`src/rtl/mc_controller.sv`:
```
// Multicycle CPU control FSM; optional andi/ori path under MC_CTRL_IMM_LOGIC_EN.
// Latency 3-5 cycles per instruction; memory states stall on mem_ready, abort after MEM_TIMEOUT waits.
module mc_controller #(
    parameter int MEM_TIMEOUT = 15
) (
    input  logic       clk,
    input  logic       reset,
    input  logic [5:0] opcode,
    input  logic       zero,
    input  logic       mem_ready,
    output logic       iord,
    output logic       memread,
    output logic       memwrite,
    output logic       irwrite,
    output logic       regdst,
    output logic       memtoreg,
    output logic       regwrite,
    output logic       alusrca,
    output logic       pcen,
    output logic       immzext,
    output logic [1:0] alusrcb,
    output logic [1:0] pcsrc,
    output logic [1:0] aluop,
    output logic       illegal,
    output logic       bus_err,
    output logic [3:0] state
);

    typedef enum logic [3:0] {
        FETCH  = 4'd0,
        DECODE = 4'd1,
        MEMADR = 4'd2,
        MEMRD  = 4'd3,
        MEMWB  = 4'd4,
        MEMWR  = 4'd5,
        EXEC   = 4'd6,
        ALUWB  = 4'd7,
        BRANCH = 4'd8,
        ADDIEX = 4'd9,
        IMMWB  = 4'd10,
`ifdef MC_CTRL_IMM_LOGIC_EN
        JUMP   = 4'd11,
        LOGIEX = 4'd12
`else
        JUMP   = 4'd11
`endif
    } state_t;

    localparam logic [5:0] OP_RTYPE = 6'b000000;
    localparam logic [5:0] OP_LW    = 6'b100011;
    localparam logic [5:0] OP_SW    = 6'b101011;
    localparam logic [5:0] OP_BEQ   = 6'b000100;
    localparam logic [5:0] OP_ADDI  = 6'b001000;
    localparam logic [5:0] OP_J     = 6'b000010;
`ifdef MC_CTRL_IMM_LOGIC_EN
    localparam logic [5:0] OP_ANDI  = 6'b001100;
    localparam logic [5:0] OP_ORI   = 6'b001101;
`endif
    localparam logic [3:0] TIMEOUT_CNT = 4'(MEM_TIMEOUT);

    state_t     state_q, state_d;
    logic [3:0] wait_cnt;
    logic       wait_st;
    logic       timeout;

    assign wait_st = (state_q == FETCH) || (state_q == MEMRD) || (state_q == MEMWR);
    assign timeout = wait_st && !mem_ready && (wait_cnt == TIMEOUT_CNT);
    assign state   = reset ? 4'd0 : state_q;

    // Any state change (including the timeout self-loop) re-arms the wait counter.
    always_ff @(posedge clk) begin
        if (reset) begin
            state_q  <= FETCH;
            wait_cnt <= 4'd0;
        end else begin
            state_q <= state_d;
            if (timeout || (state_d != state_q))
                wait_cnt <= 4'd0;
            else if (wait_st && !mem_ready)
                wait_cnt <= wait_cnt + 4'd1;
        end
    end

    always_comb begin
        state_d  = state_q;
        iord     = 1'b0;
        memread  = 1'b0;
        memwrite = 1'b0;
        irwrite  = 1'b0;
        regdst   = 1'b0;
        memtoreg = 1'b0;
        regwrite = 1'b0;
        alusrca  = 1'b0;
        pcen     = 1'b0;
        immzext  = 1'b0;
        alusrcb  = 2'b00;
        pcsrc    = 2'b00;
        aluop    = 2'b00;
        illegal  = 1'b0;
        bus_err  = 1'b0;
        case (state_q)
            FETCH: begin
                memread = 1'b1;
                alusrcb = 2'b01;
                if (timeout) begin
                    bus_err = 1'b1;
                end else begin
                    irwrite = mem_ready;
                    pcen    = mem_ready;
                    if (mem_ready) state_d = DECODE;
                end
            end
            DECODE: begin
                alusrcb = 2'b11;
                case (opcode)
                    OP_LW, OP_SW: state_d = MEMADR;
                    OP_RTYPE:     state_d = EXEC;
                    OP_BEQ:       state_d = BRANCH;
                    OP_ADDI:      state_d = ADDIEX;
                    OP_J:         state_d = JUMP;
`ifdef MC_CTRL_IMM_LOGIC_EN
                    OP_ANDI, OP_ORI: state_d = LOGIEX;
`endif
                    default: begin
                        illegal = 1'b1;
                        state_d = FETCH;
                    end
                endcase
            end
            MEMADR: begin
                alusrca = 1'b1;
                alusrcb = 2'b10;
                state_d = (opcode == OP_LW) ? MEMRD : MEMWR;
            end
            MEMRD: begin
                iord    = 1'b1;
                memread = 1'b1;
                if (timeout) begin
                    bus_err = 1'b1;
                    state_d = FETCH;
                end else if (mem_ready) begin
                    state_d = MEMWB;
                end
            end
            MEMWB: begin
                memtoreg = 1'b1;
                regwrite = 1'b1;
                state_d  = FETCH;
            end
            MEMWR: begin
                iord     = 1'b1;
                memwrite = 1'b1;
                if (timeout) begin
                    bus_err = 1'b1;
                    state_d = FETCH;
                end else if (mem_ready) begin
                    state_d = FETCH;
                end
            end
            EXEC: begin
                alusrca = 1'b1;
                aluop   = 2'b10;
                state_d = ALUWB;
            end
            ALUWB: begin
                regdst   = 1'b1;
                regwrite = 1'b1;
                state_d  = FETCH;
            end
            BRANCH: begin
                alusrca = 1'b1;
                aluop   = 2'b01;
                pcsrc   = 2'b01;
                pcen    = zero;
                state_d = FETCH;
            end
            ADDIEX: begin
                alusrca = 1'b1;
                alusrcb = 2'b10;
                state_d = IMMWB;
            end
            IMMWB: begin
                regwrite = 1'b1;
                state_d  = FETCH;
            end
            JUMP: begin
                pcsrc   = 2'b10;
                pcen    = 1'b1;
                state_d = FETCH;
            end
`ifdef MC_CTRL_IMM_LOGIC_EN
            LOGIEX: begin
                alusrca = 1'b1;
                alusrcb = 2'b10;
                aluop   = 2'b11;
                immzext = 1'b1;
                state_d = IMMWB;
            end
`endif
            default: state_d = FETCH;
        endcase
        if (reset) begin
            iord     = 1'b0;
            memread  = 1'b0;
            memwrite = 1'b0;
            irwrite  = 1'b0;
            regdst   = 1'b0;
            memtoreg = 1'b0;
            regwrite = 1'b0;
            alusrca  = 1'b0;
            pcen     = 1'b0;
            immzext  = 1'b0;
            alusrcb  = 2'b00;
            pcsrc    = 2'b00;
            aluop    = 2'b00;
            illegal  = 1'b0;
            bus_err  = 1'b0;
        end
    end

endmodule

```
`config.mk`:
```
export PLATFORM = sky130hd
export DESIGN_NAME = mc_controller
export DESIGN_NICKNAME = d
export VERILOG_FILES = /design/src/rtl/mc_controller.sv
export SDC_FILE = /design/constraint.sdc
export NUM_CORES = 1
export LEC_CHECK = 0
export ABC_AREA = 1
export CORE_AREA = 2 2 48 50
export CTS_CLUSTER_SIZE = 8
export DETAILED_ROUTE_END_ITERATION = 10
export DIE_AREA = 0 0 50 52
export HOLD_SLACK_MARGIN = 0.02
export PLACE_DENSITY = 0.74
export SYNTH_ARGS = -nofsm -noshare
export SYNTH_HDL_FRONTEND = slang
export SYNTH_SLANG_ARGS = --single-unit
```
`constraint.sdc`:
```
create_clock -name clk -period 1.6 [get_ports clk]
set_input_delay 0.32 -clock clk [delete_from_list [all_inputs] [get_ports clk]]
set_output_delay 0.32 -clock clk [all_outputs]
set_load 0.02 [all_outputs]
```
==> summary.md, run 1 <==
| Metric | Value |
|---|---|
| Initial antenna violation count | `0` |
| Area contributors post-synth | `dfxtp_1 (18%), nand2_1 (13%), nor2_1 (13%), nand3_1 (9.7%), inv_1 (7.7%)` |
| PwrDens | `353 mW/mm^2` |
| Gpl congestion | `about 0.90` |
| Synth unique cells | `25` |
| CP Max Fanout | `6` |
| Dpl cells | `261` |
| Cell chosen for the clock root | `clkbuf_4` |
| Worst min-delay path category | `input pin to register` |
| Reg-to-reg setup timing slack | `-0.28 ns` |
| Critical Path AT | `about 1.7 ns` |
| Final Cycle Share | `127%` |
| Synth Cell Area | `873 sq um` |
| Met3 usage | `5.17%` |
| Die area | `about 0.0026 sq mm` |
| Top cells by count, synth | `nand2_1 (31), nor2_1 (31), inv_1 (18), nand3_1 (17)` |
| Top Ports | `32` |
| Status | `finished with violations` |
| Non-Filler Instances | `280` |
| Clk_skew | `0.0193 ns` |
| DP Area | `0.00163 sq mm` |
| Die height | `~52 um` |
| Min Tclk post-route | `2.03 ns` |
| Final worst slack | `-0.430 ns` |
| Share of cells above drive strength 1 | `63.5%` |
| Final hold violation count | `0` |
| Crit path launch type | `register` |
| Post-route ant nets | `0` |
| Final setup TNS | `-4.68 ns` |
| First-pass GRT wire length | `6.26 mm` |
| Reg-to-Reg Start | `state_q[0]$_SDFF_PP0_` |
| Register area share after synthesis | `18.3%` |
| Max Cap Viol | `0` |
| Hold_sp | `reset` |
| Antenna diodes | `0` |
| Synthesized area per cell | `5.67 sq um` |
| Vias per cell | `6.32` |
| Met2 Use GR | `58.8%` |
| DR pass1 iterations | `5` |
| Fmax | `~0.5 GHz` |
| Slew Limit Fails | `0` |
| Synth warn | `0` |
| Predominant post-synthesis flop cell | `dfxtp_1` |
| Total GRT Usage | `between 30% and 40%` |
| Finished Core Util | `96.1%` |
| Crit-path cells | `buf_4 -> nand2_2 -> buf_6 -> nor4_4 -> a211o_1 -> buf_6` |
| Total number of vias | `between 1500 and 2000` |
| Synth area leader | `dfxtp_1` |
| Clk sinks | `8` |
| Area Growth Syn to Fin | `132%` |
| Vias in the first global route | `1385` |
| Pwr Total | `715 uW` |
| GRT busiest layer | `met2` |
| Die width | `approximately 50 um` |
| Total wire length | `~6.6 mm` |
| Setup violators final | `26` |
| Hold Path Stages | `3` |
| FF+latch count, synth | `8` |
| CTS buffer count | `3` |
| Worst hold endpoint | `state_q[1]$_SDFF_PP0_` |
| # DRC | `0` |
| RSZ-0062 raised after global routing | `yes` |
| Core area | `between 0.002 and 0.0025 sq mm` |
| Clk buf depth | `2` |
| H-tree lvl count | `1` |
| Leak Pwr | `~1.0 nW` |
| GRT overflow | `0` |
| CP peak stage delay | `0.43 ns` |
| Max IR drop VDD | `between 0.3 and 0.4 mV` |
| Reg-to-reg endpoint | `wait_cnt[2]$_SDFFE_PP0P_` |
| Clock latency on the worst-skew pair | `0.29 ns` |
| Filler cell count | `48` |
| FP Rows | `17` |
| Clk slew on worst S/H paths | `0.09 ns` |
| DR WL/cell | `23.6 um` |
| Async S/R FF share, synth | `0%` |
| Post-Syn Nets | `165` |
| CP endpoint kind | `primary output` |
| Critical Path RT | `approximately 1.3 ns` |
| Port Buffers | `30` |
| Post-synth EDFFs | `0` |
| Largest net degree at the start of global routing | `14` |
| Hold buffers post-CTS | `0` |
| Met1 Usage GRT | `34.2%` |
| Initial drt markers | `201` |
| CTS tree | `done` |
| Reg2reg path depth | `11` |
| Total Nets Final | `265` |
| Violated checks | `negative setup slack` |
| Crit path top cell by count | `buf_6` |
| Initial core utilization | `41.5%` |
| Syn Inst Count | `154` |
| Post-DP HPWL | `between 2 and 2.5 mm` |
| Slowest library cell on the worst path | `dfxtp_4` |
| Yosys top cell area share | `18.3%` |
| Crit path kind | `register to primary output` |
| Design Area, Final | `0.00202 sq mm` |
-- routing by layer --
layer / routed length [um] / share of wire [%]
met5: 0 / 0
met4: 734 / 11
met3: 846 / 13
met2: 2930 / 44
met1: 2100 / 32
-- power by group --
group / switching (mW) / internal [mW]
clock network: 0.105 / 0.0873
logic: 0.179 / 0.135
registers: 0.00945 / 0.199
-- timing repair --
item / 4_1_cts / 5_1_grt
buffers inserted: 3 / 13
endpoints found under the setup margin: 26 / 26
pin swaps: 11 / 9
resized for setup: 151 / 44
cloned: 0 / 0
-- kinds of logic after synthesis --
logic type / Yosys count / synth area share (%)
AOI/OAI and AO/OA: 14 / 10.2
other: 1 / 0.429
buffers and inverters: 26 / 11.6
DFF: 8 / 18.3
adders and majority gates: 1 / 1.43
xor gates and xnor gates: 3 / 3.01
and+or+nand+nor: 101 / 55.0
-- worst max-delay path by stage --
stage,start,endpoint,slack [ns],depth (start not counted)
2_1_floorplan,state_q[1]$_SDFF_PP0_,bus_err,-0.01,6
3_5_place_dp,reset,pcen,-0.73,5
6_report,state_q[0]$_SDFF_PP0_,pcen,-0.43,6
5_1_grt,state_q[0]$_SDFF_PP0_,pcen,-0.37,6
4_1_cts,state_q[2]$_SDFF_PP0_,pcen,-0.12,5
3_3_place_gp,reset,pcen,-0.68,5
-- cell usage in the layout, fill, tap and decap left out, types with 4 or more instances in the layout --
master,n
buf_4,67
nand2_1,18
nor2_1,17
buf_6,17
inv_1,14
nand3_1,14
nand2_2,13
nor2_4,12
nor2_2,7
dlygate4sd2_1,7
nand2_4,6
inv_2,6
a21oi_1,4
nor3_2,4
dfxtp_4,4
dfxtp_1,4
-- stage by stage --
step / setup slack [ns] / hold WS [ns]
final: -0.430 / 0.688
after global routing: -0.372 / 0.701
after CTS: -0.121 / 0.631
after detailed placement: -0.731 / 0.609
after global placement: -0.685 / 0.598
after floorplan: -0.0139 / 0.507
-- layout make-up --
cell class / instances / area (sq um) / share of cell area [%]
sequential: 8 / 175 / 8.66
multi-input combinational: 120 / 873 / 43.2
tap: 28 / 35.0 / 1.73
timing repair buffer: 98 / 821 / 40.6
clock buffer: 3 / 22.5 / 1.11
inverter: 23 / 96.3 / 4.76
-- worst max-delay path, delay by kind of cell, from the launching register on --
family / cells / cell delay [ns]
and+or+nand+nor: 2 / 0.34
AOI/OAI and AO/OA: 1 / 0.23
buffers and inverters: 3 / 0.42
DFF: 1 / 0.43
-- sequential cells by signal (all words and copies together) (netlist names) --
register  cells
wait_cnt      4
state_q       4
No activity file was read; power rests on OpenSTA's default activity.
==> inputs of run 2 (changes only) <==
Settings changed: ABC_AREA 1 to not set, CORE_AREA 2 2 48 50 to 2 2 49 51, DIE_AREA 0 0 50 52 to 0 0 51 53, PLACE_DENSITY 0.74 to 0.73.
==> summary.md, run 2 <==
| Metric | Value |
|---|---|
| Status | `aborted with a tool error` |
| Failed at | `5_1_grt` |
| Error msg | `[ERROR DPL-0033] detailed placement checks failed during check placement.` |
| CTS buffer count | `3 (unchanged)` |
| Synth area leader | `dfxtp_1` |
| Die height | `53 um (+1.9%)` |
| FF+latch count, synth | `8 (unchanged)` |
| Gpl congestion | `0.911 (+1.4%)` |
| Post-DP HPWL | `2.68 mm (+8.1%)` |
| Hold buffers post-CTS | `0 (unchanged)` |
| Initial core utilization | `42.3% (+0.81 points)` |
| FP Rows | `17 (unchanged)` |
| Yosys top cell area share | `17.6% (-0.71 points)` |
| Predominant post-synthesis flop cell | `dfxtp_1` |
| Port Buffers | `30 (unchanged)` |
| Post-synth EDFFs | `0 (unchanged)` |
| Synth unique cells | `45 (+80%)` |
| Cell chosen for the clock root | `clkbuf_4` |
| Synthesized area per cell | `6.88 sq um (+21%)` |
| Post-Syn Nets | `143 (-13%)` |
| Die width | `51 um (+2.0%)` |
| Largest net degree at the start of global routing | `9` |
| Worst ep type | `register input` |
| Synth Cell Area | `908 sq um (+4.0%)` |
| Top cells by count, synth | `nor2_1 (18), nor3_1 (14), nand2_1 (11), dfxtp_1 (8), inv_1 (7)` |
| Top-count cell post-synth | `nor2_1` |
| Top Ports | `32 (unchanged)` |
| H-tree lvl count | `1 (unchanged)` |
| Initial antenna violation count | `0` |
| Clk sinks | `8 (unchanged)` |
| Register area share after synthesis | `17.6% (-0.71 points)` |
| Async S/R FF share, synth | `0% (unchanged)` |
| Syn Inst Count | `132 (-14%)` |
| Worst endpoint after global-route timing repair | `wait_cnt[0]$_SDFFE_PP0P_/D` |
| Clk buf depth | `2 (unchanged)` |
| Synth warn | `0 (unchanged)` |
| Area contributors post-synth | `dfxtp_1 (18%), nor3_1 (7.7%), nor2_1 (7.4%), xnor2_1 (5.8%), nand2_1 (4.5%)` |
-- run 2: repair_timing --
action / CTS
setup endpoints to repair: 28
setup buffers: 10
hold endpoints to repair: 0
resized for setup: 161
pin swaps: 19
-- run 2: cell families after synthesis --
family                   Yosys count  share of synthesized area [%]
XOR/XNOR                           8                           7.71
flip-flops                         8                           17.6
buffers and inverters             17                           8.82
AO/OA/AOI/OAI                     29                           23.8
multiplexers                       2                           2.20
AND/OR/NAND/NOR                   65                           36.9
other                              1                          0.413
adder cells (fa/ha/maj)            2                           2.48
-- run 2: per-stage QoR --
stage | setup slack (ns) | area (sq um) | std cells | hold WS [ns] | TNS [ns]
floorplan | -0.114 | 958 | 132 | 0.521 | -0.114
global placement | -0.796 | 1620 | 230 | 0.523 | -14.42
detailed placement | -0.833 | 1620 | 230 | 0.528 | -15.42
CTS | -0.235 | 1860 | 243 | 0.566 | -1.86
==> inputs of run 3 (changes only) <==
Settings changed: CORE_AREA 2 2 49 51 to 2 2 63 65, CTS_CLUSTER_SIZE 8 to not set, DIE_AREA 0 0 51 53 to 0 0 65 67, HOLD_SLACK_MARGIN 0.02 to not set, PLACE_DENSITY 0.73 to not set, PLACE_DENSITY_LB_ADDON set to 0.15.
==> summary.md, run 3 <==
| Metric | Value |
|---|---|
| Status | `finished with violations` |
| Violated checks | `negative setup slack` |
| Share of cells above drive strength 1 | `between 60% and 70%` |
| Post-Syn Nets | `143 (unchanged)` |
| Max Cap Viol | `0` |
| Setup violators final | `13` |
| Worst Setup SP | `state_q[3]$_SDFF_PP0_` |
| FP Rows | `22 (+5)` |
| Initial core utilization | `25.2% (-17 points)` |
| Clk slew on worst S/H paths | `about 0.040 ns` |
| Top Ports | `32 (unchanged)` |
| Reg-to-reg setup timing slack | `-0.20 ns` |
| Critical Path RT | `1.76 ns` |
| FF+latch area | `approximately 170 sq um` |
| Multi-input gate area | `890 sq um` |
| Synthesized area per cell | `6.88 sq um (unchanged)` |
| Async S/R FF share, synth | `0% (unchanged)` |
| Synth Cell Area | `908 sq um (unchanged)` |
| CP Max Fanout | `4` |
| Yosys top cell area share | `17.6% (unchanged)` |
| Hold Slack | `0.527 ns` |
| Clk buf depth | `2 (unchanged)` |
| Die area | `between 0.004 and 0.005 sq mm` |
| Vias in the first global route | `approximately 1200` |
| Finished Core Util | `52.6%` |
| Max IR drop VDD | `0.198 mV` |
| DR pass1 iterations | `4` |
| CTS tree | `done` |
| Min Tclk post-route | `1.80 ns` |
| Post-synth EDFFs | `0 (unchanged)` |
| Vias per cell | `5.03` |
| Worst setup path end | `wait_cnt[2]$_SDFFE_PP0P_` |
| Commonest non-fill, non-tap cell in the layout | `buf_4` |
| # DRC | `0` |
| Hold buffers post-CTS | `0 (unchanged)` |
| Reg-to-reg endpoint | `wait_cnt[2]$_SDFFE_PP0P_` |
| Register area share after synthesis | `17.6% (unchanged)` |
| Total GRT Usage | `between 10% and 20%` |
| Top-count cell post-synth | `nor2_1` |
| Initial drt markers | `40` |
| Most frequent cells in the layout | `buf_4 (59), nor2_1 (15), nor3_2 (9)` |
| Synth unique cells | `45 (unchanged)` |
| Leak Pwr | `0.827 nW` |
| Slew Limit Fails | `0` |
| Syn Inst Count | `132 (unchanged)` |
| Clk sinks | `8 (unchanged)` |
| Design Area, Final | `0.00190 sq mm` |
| Total number of vias | `1304` |
| Port Buffers | `30 (unchanged)` |
| Reg-to-Reg Start | `state_q[3]$_SDFF_PP0_` |
| PwrDens | `385 mW/mm^2` |
| Cell chosen for the clock root | `clkbuf_8` |
| Critical Path AT | `between 1.5 and 2 ns` |
| Crit path kind | `register to register` |
| Fmax | `between 0.5 and 0.6 GHz` |
| Crit path launch type | `register` |
| Die height | `67 um (+26%)` |
| Final setup TNS | `-1.62 ns` |
| First-pass GRT wire length | `5.18 mm` |
| Top cells by count, synth | `nor2_1 (18), nor3_1 (14), nand2_1 (11), dfxtp_1 (8), inv_1 (7)` |
| Total wire length | `3.56 mm` |
| Worst min-delay path category | `input pin to register` |
| Core area | `0.00361 sq mm` |
| Clock latency on the worst-skew pair | `approximately 0.23 ns` |
| Initial antenna violation count | `0` |
| RSZ-0062 raised after global routing | `yes` |
| CP endpoint kind | `register` |
| Reg2reg path depth | `6` |
| Antenna diodes | `0` |
| H-tree lvl count | `1 (unchanged)` |
| Gpl congestion | `0.781 (-14%)` |
| Post-DP HPWL | `2.53 mm (-5.7%)` |
| Die width | `65 um (+27%)` |
| Synth warn | `0 (unchanged)` |
| Post-route ant nets | `0` |
| Largest net degree at the start of global routing | `20` |
| Synth area leader | `dfxtp_1` |
| Final Cycle Share | `113%` |
| Final hold violation count | `0` |
| Biggest regs | `state_q x4, wait_cnt x4` |
| Area contributors post-synth | `dfxtp_1 (18%), nor3_1 (7.7%), nor2_1 (7.4%), xnor2_1 (5.8%), nand2_1 (4.5%)` |
| Area Growth Syn to Fin | `109%` |
| DP Area | `0.00162 sq mm (-0.31%)` |
| Total Nets Final | `224` |
| Final worst slack | `-0.202 ns` |
| FF+latch count, synth | `8 (unchanged)` |
| Clk_skew | `0.00457 ns` |
| Predominant post-synthesis flop cell | `dfxtp_1` |
| GRT overflow | `0` |
| Filler cell count | `350` |
| CTS buffer count | `3 (unchanged)` |
| DR WL/cell | `approximately 14 um` |
| Dpl cells | `246 (+7.0%)` |
| Non-Filler Instances | `259` |
run 3: worst min-delay path by stage:
stage,startpoint,endpoint,slack (ns),cells after the start
CTS,wait_cnt[3]$_SDFFE_PP0P_,wait_cnt[3]$_SDFFE_PP0P_,0.55,2
floorplan,wait_cnt[3]$_SDFFE_PP0P_,wait_cnt[3]$_SDFFE_PP0P_,0.52,2
finish,opcode[1],state_q[2]$_SDFF_PP0_,0.53,5
global placement,wait_cnt[3]$_SDFFE_PP0P_,wait_cnt[3]$_SDFFE_PP0P_,0.54,2
global route,opcode[1],state_q[2]$_SDFF_PP0_,0.58,5
detailed placement,wait_cnt[3]$_SDFFE_PP0P_,wait_cnt[3]$_SDFFE_PP0P_,0.54,2
run 3: report_power, final:
group | total (mW) | internal (mW) | switching [mW]
clock | 0.246 | 0.163 | 0.0828
sequential | 0.204 | 0.200 | 0.00402
combinational | 0.279 | 0.137 | 0.142
run 3: final cells by class:
cell class / instances / area share (%)
multi-input combinational: 107 / 46.9
timing repair buffer: 86 / 36.8
sequential: 8 / 9.04
tap: 48 / 3.17
clock buffer: 3 / 2.18
inverter: 7 / 1.91
run 3: metal layers:
layer / GRT usage, % / vias to the layer above / share of wire (%)
met4: 1.60 / 0 / 0.90
met2: 28.0 / 30 / 54
li1: - / 642 / -
met3: 2.03 / 6 / 2.2
met5: 0 / - / 0
met1: 18.6 / 626 / 43
run 3: kinds of logic (layout without fill, tap and decap cells):
logic type / count (synthesis) / in the layout / share of synthesized area (%)
XOR/XNOR: 8 / 8 / 7.71
AO/OA/AOI/OAI: 29 / 29 / 23.8
multiplexers: 2 / 2 / 2.20
AND/OR/NAND/NOR: 65 / 65 / 36.9
flip-flops: 8 / 8 / 17.6
other: 1 / 1 / 0.413
buffers and inverters: 17 / 96 / 8.82
adder cells (fa/ha/maj): 2 / 2 / 2.48
run 3: timing repair:
item	CTS	global route
gates cloned	0	0
endpoints found under the setup margin	27	26
gates resized for setup	126	46
pin swaps	16	16
setup buffers	1	9
run 3: through the flow:
step,total power [mW],setup WS (ns)
after global routing,0.765,-0.279
after detailed placement,0.456,-0.839
after floorplan,0.327,-0.114
after CTS,0.705,-0.217
final,0.729,-0.202
after global placement,0.451,-0.800
run 3: worst max-delay path, stage by stage (launching register included):
cell and delay (ns):
dfxtp_4 0.34, or4b_4 0.58, buf_6 0.15, nand2b_4 0.14
o221ai_4 0.15, nand4_4 0.16, nor3_2 0.20
==> inputs of run 4 (changes only) <==
==> constraint.sdc (replaced) <==
create_clock -name clk -period 1.6 [get_ports clk]
set_input_delay 0.32 -clock clk [delete_from_list [all_inputs] [get_ports clk]]
set_output_delay 0.32 -clock clk [all_outputs]
set_load 0.01 [all_outputs]
==> summary.md, run 4 (synthesis gave the netlist of run 3 again) <==
| Metric | Value |
|---|---|
| Max IR drop VDD | `0.213 mV (+7.6%)` |
| Vias per cell | `4.94 (-1.9%)` |
| RSZ-0062 raised after global routing | `yes` |
| Clk_skew | `0.00314 ns (-0.00143 ns)` |
| Area Growth Syn to Fin | `119%` |
| Clock latency on the worst-skew pair | `0.23 ns (about the same)` |
| Share of cells above drive strength 1 | `63.9% (+3.3 points)` |
| Setup violators final | `9 (-4)` |
| CTS tree | `done` |
| Core area | `0.00361 sq mm (unchanged)` |
| Min Tclk post-route | `1.75 ns (-0.0474 ns)` |
| Met2 wire length | `1.93 mm (+0.63%)` |
| CP endpoint kind | `register` |
| # DRC | `0 (unchanged)` |
| CP Max Fanout | `4 (unchanged)` |
| H-tree lvl count | `1 (unchanged)` |
| Clk sinks | `8 (unchanged)` |
| Max layer used | `met4` |
| Initial core utilization | `25.2% (unchanged)` |
| Slowest library cell on the worst path | `or4b_4` |
| Violated checks | `negative setup slack` |
| Reg-to-Reg Start | `state_q[3]$_SDFF_PP0_` |
| Port Buffers | `30 (unchanged)` |
| Post-DP HPWL | `2.54 mm (+0.49%)` |
| Reg-to-reg setup timing slack | `-0.15 ns (+0.05 ns)` |
| FP Rows | `22 (unchanged)` |
| Post-route ant nets | `0 (unchanged)` |
| Leak Pwr | `0.881 nW (+6.6%)` |
| Die height | `67 um (unchanged)` |
| Fmax | `0.570 GHz (+2.7%)` |
| Initial drt markers | `41 (+2.5%)` |
| Critical Path RT | `1.76 ns (about the same)` |
| Die width | `65 um (unchanged)` |
| Crit path kind | `register to register` |
| Reg2reg path depth | `6 (unchanged)` |
| Met1 WL | `1.57 mm (+2.9%)` |
| Worst min-delay path category | `input pin to register` |
| Critical Path AT | `1.91 ns (-0.05 ns)` |
| Biggest regs | `state_q x4, wait_cnt x4` |
| Reg-to-reg endpoint | `wait_cnt[0]$_SDFFE_PP0P_` |
| Wire length on met3 | `101 um (+28%)` |
| CP peak stage delay | `0.57 ns (about the same)` |
| Hold_sp | `opcode[1]` |
| First-pass GRT wire length | `5.60 mm (+8.1%)` |
| DR pass1 iterations | `4 (unchanged)` |
| Vias in the first global route | `1280 (+8.0%)` |
| Total Nets Final | `232 (+3.6%)` |
| Commonest non-fill, non-tap cell in the layout | `buf_4` |
| Cell chosen for the clock root | `clkbuf_8` |
| CTS buffer count | `3 (unchanged)` |
| Dpl cells | `251 (+2.0%)` |
| Total number of vias | `1319 (+1.2%)` |
| Hold Path Stages | `5 (unchanged)` |
| Hold Slack | `0.542 ns (+0.0143 ns)` |
| Max Cap Viol | `0 (unchanged)` |
| Finished Core Util | `55.1% (+2.5 points)` |
| DP Area | `0.00161 sq mm (-0.31%)` |
| Top Ports | `32 (unchanged)` |
| Final hold violation count | `0 (unchanged)` |
| Slew Limit Fails | `0 (unchanged)` |
| Design Area, Final | `0.00199 sq mm (+4.8%)` |
| Total wire length | `3.67 mm (+3.1%)` |
| Die area | `0.00436 sq mm (unchanged)` |
| Final worst slack | `-0.154 ns (+0.0474 ns)` |
| Crit path launch type | `register` |
| Crit-path cells | `or4b_4 -> buf_6 -> nand2b_4 -> o221ai_4 -> nand4_4 -> nor3_2` |
| DR WL/cell | `13.7 um (about the same)` |
| Clk slew on worst S/H paths | `0.04 ns (about the same)` |
| Non-Filler Instances | `267 (+3.1%)` |
| Worst hold endpoint | `state_q[2]$_SDFF_PP0_` |
| Initial antenna violation count | `0 (unchanged)` |
| Total GRT Usage | `16.3% (+1.4 points)` |
| Hold buffers post-CTS | `0 (unchanged)` |
| Antenna diodes | `0 (unchanged)` |
| Place WS | `-0.751 ns (+0.0882 ns)` |
| GRT overflow | `0 (unchanged)` |
| Clk buf depth | `2 (unchanged)` |
| Status | `finished with violations` |
| Final Cycle Share | `110% (-3.0 points)` |
| Most frequent cells in the layout | `buf_4 (51), buf_2 (16), nor2_1 (13)` |
| Gpl congestion | `0.805 (+3.1%)` |
| Largest net degree at the start of global routing | `13 (-35%)` |
| PwrDens | `384 mW/mm^2 (-0.16%)` |
## run 4: cell types whose count changed in the layout (fill, tap and decap cells not counted), moves of 2 or more
cell	before	now
clkdlybuf4s15_2	2	0
nor2_2	1	3
clkbuf_2	2	4
buf_2	7	16
nor4b_4	0	2
nand2_2	2	0
dfxtp_2	0	2
nor2_1	15	13
buf_4	59	51
nor3_4	3	0
nor4b_2	2	0
nor3_2	9	11
buf_6	6	11
## run 4: timing repair
action | CTS | global route
endpoints found under the setup margin | 28 | 24
pin swaps | 10 | 23
resized for setup | 113 | 57
setup buffers | 9 | 3
cloned | 0 | 1
## run 4: through the flow
step	setup TNS (ns)	power, mW
3_5_place_dp	-13.38	0.449
3_3_place_gp	-12.54	0.445
6_report	-0.892	0.763
2_1_floorplan	-0.00453	0.314
4_1_cts	-1.16	0.714
5_1_grt	-1.94	0.797
## run 4: final cells by class
class,count,area [sq um]
flip-flops and latches,8,170
well taps,48,60.1
multi-input cells,107,925
repair buffers,94,759
clock buffers,3,41.3
inverters,7,31.3
fillers,341,1620
## run 4: worst max path at each step
stage / from / end / slack [ns]
final: state_q[3]$_SDFF_PP0_ / wait_cnt[0]$_SDFFE_PP0P_ / -0.15
after global routing: state_q[3]$_SDFF_PP0_ / wait_cnt[0]$_SDFFE_PP0P_ / -0.26
after CTS: state_q[3]$_SDFF_PP0_ / illegal / -0.19
after detailed placement: opcode[2] / illegal / -0.75
after global placement: opcode[2] / illegal / -0.72
after floorplan: mem_ready / bus_err / -0.003
## run 4: critical path, delay by kind of cell (launching register included)
| kind | cells | cell delay, ns |
|---|---|---|
| and+or+nand+nor | 4 | 1.06 |
| buffers and inverters | 1 | 0.15 |
| AOI/OAI and AO/OA | 1 | 0.15 |
| DFF | 1 | 0.32 |
## run 4: per-layer routing
layer | GRT usage, % | vias to the layer above
met4 | 7.45 | 0
met1 | 19.9 | 630
met2 | 29.1 | 26
li1 | - | 656
met3 | 1.35 | 7
met5 | 0 | -
## run 4: power by group
part / internal (mW) / total, mW / leakage [nW] / switching (mW)
Clock: 0.163 / 0.247 / 0.0216 / 0.0838
Sequential: 0.203 / 0.208 / 0.0673 / 0.00531
Combinational: 0.165 / 0.308 / 0.792 / 0.143
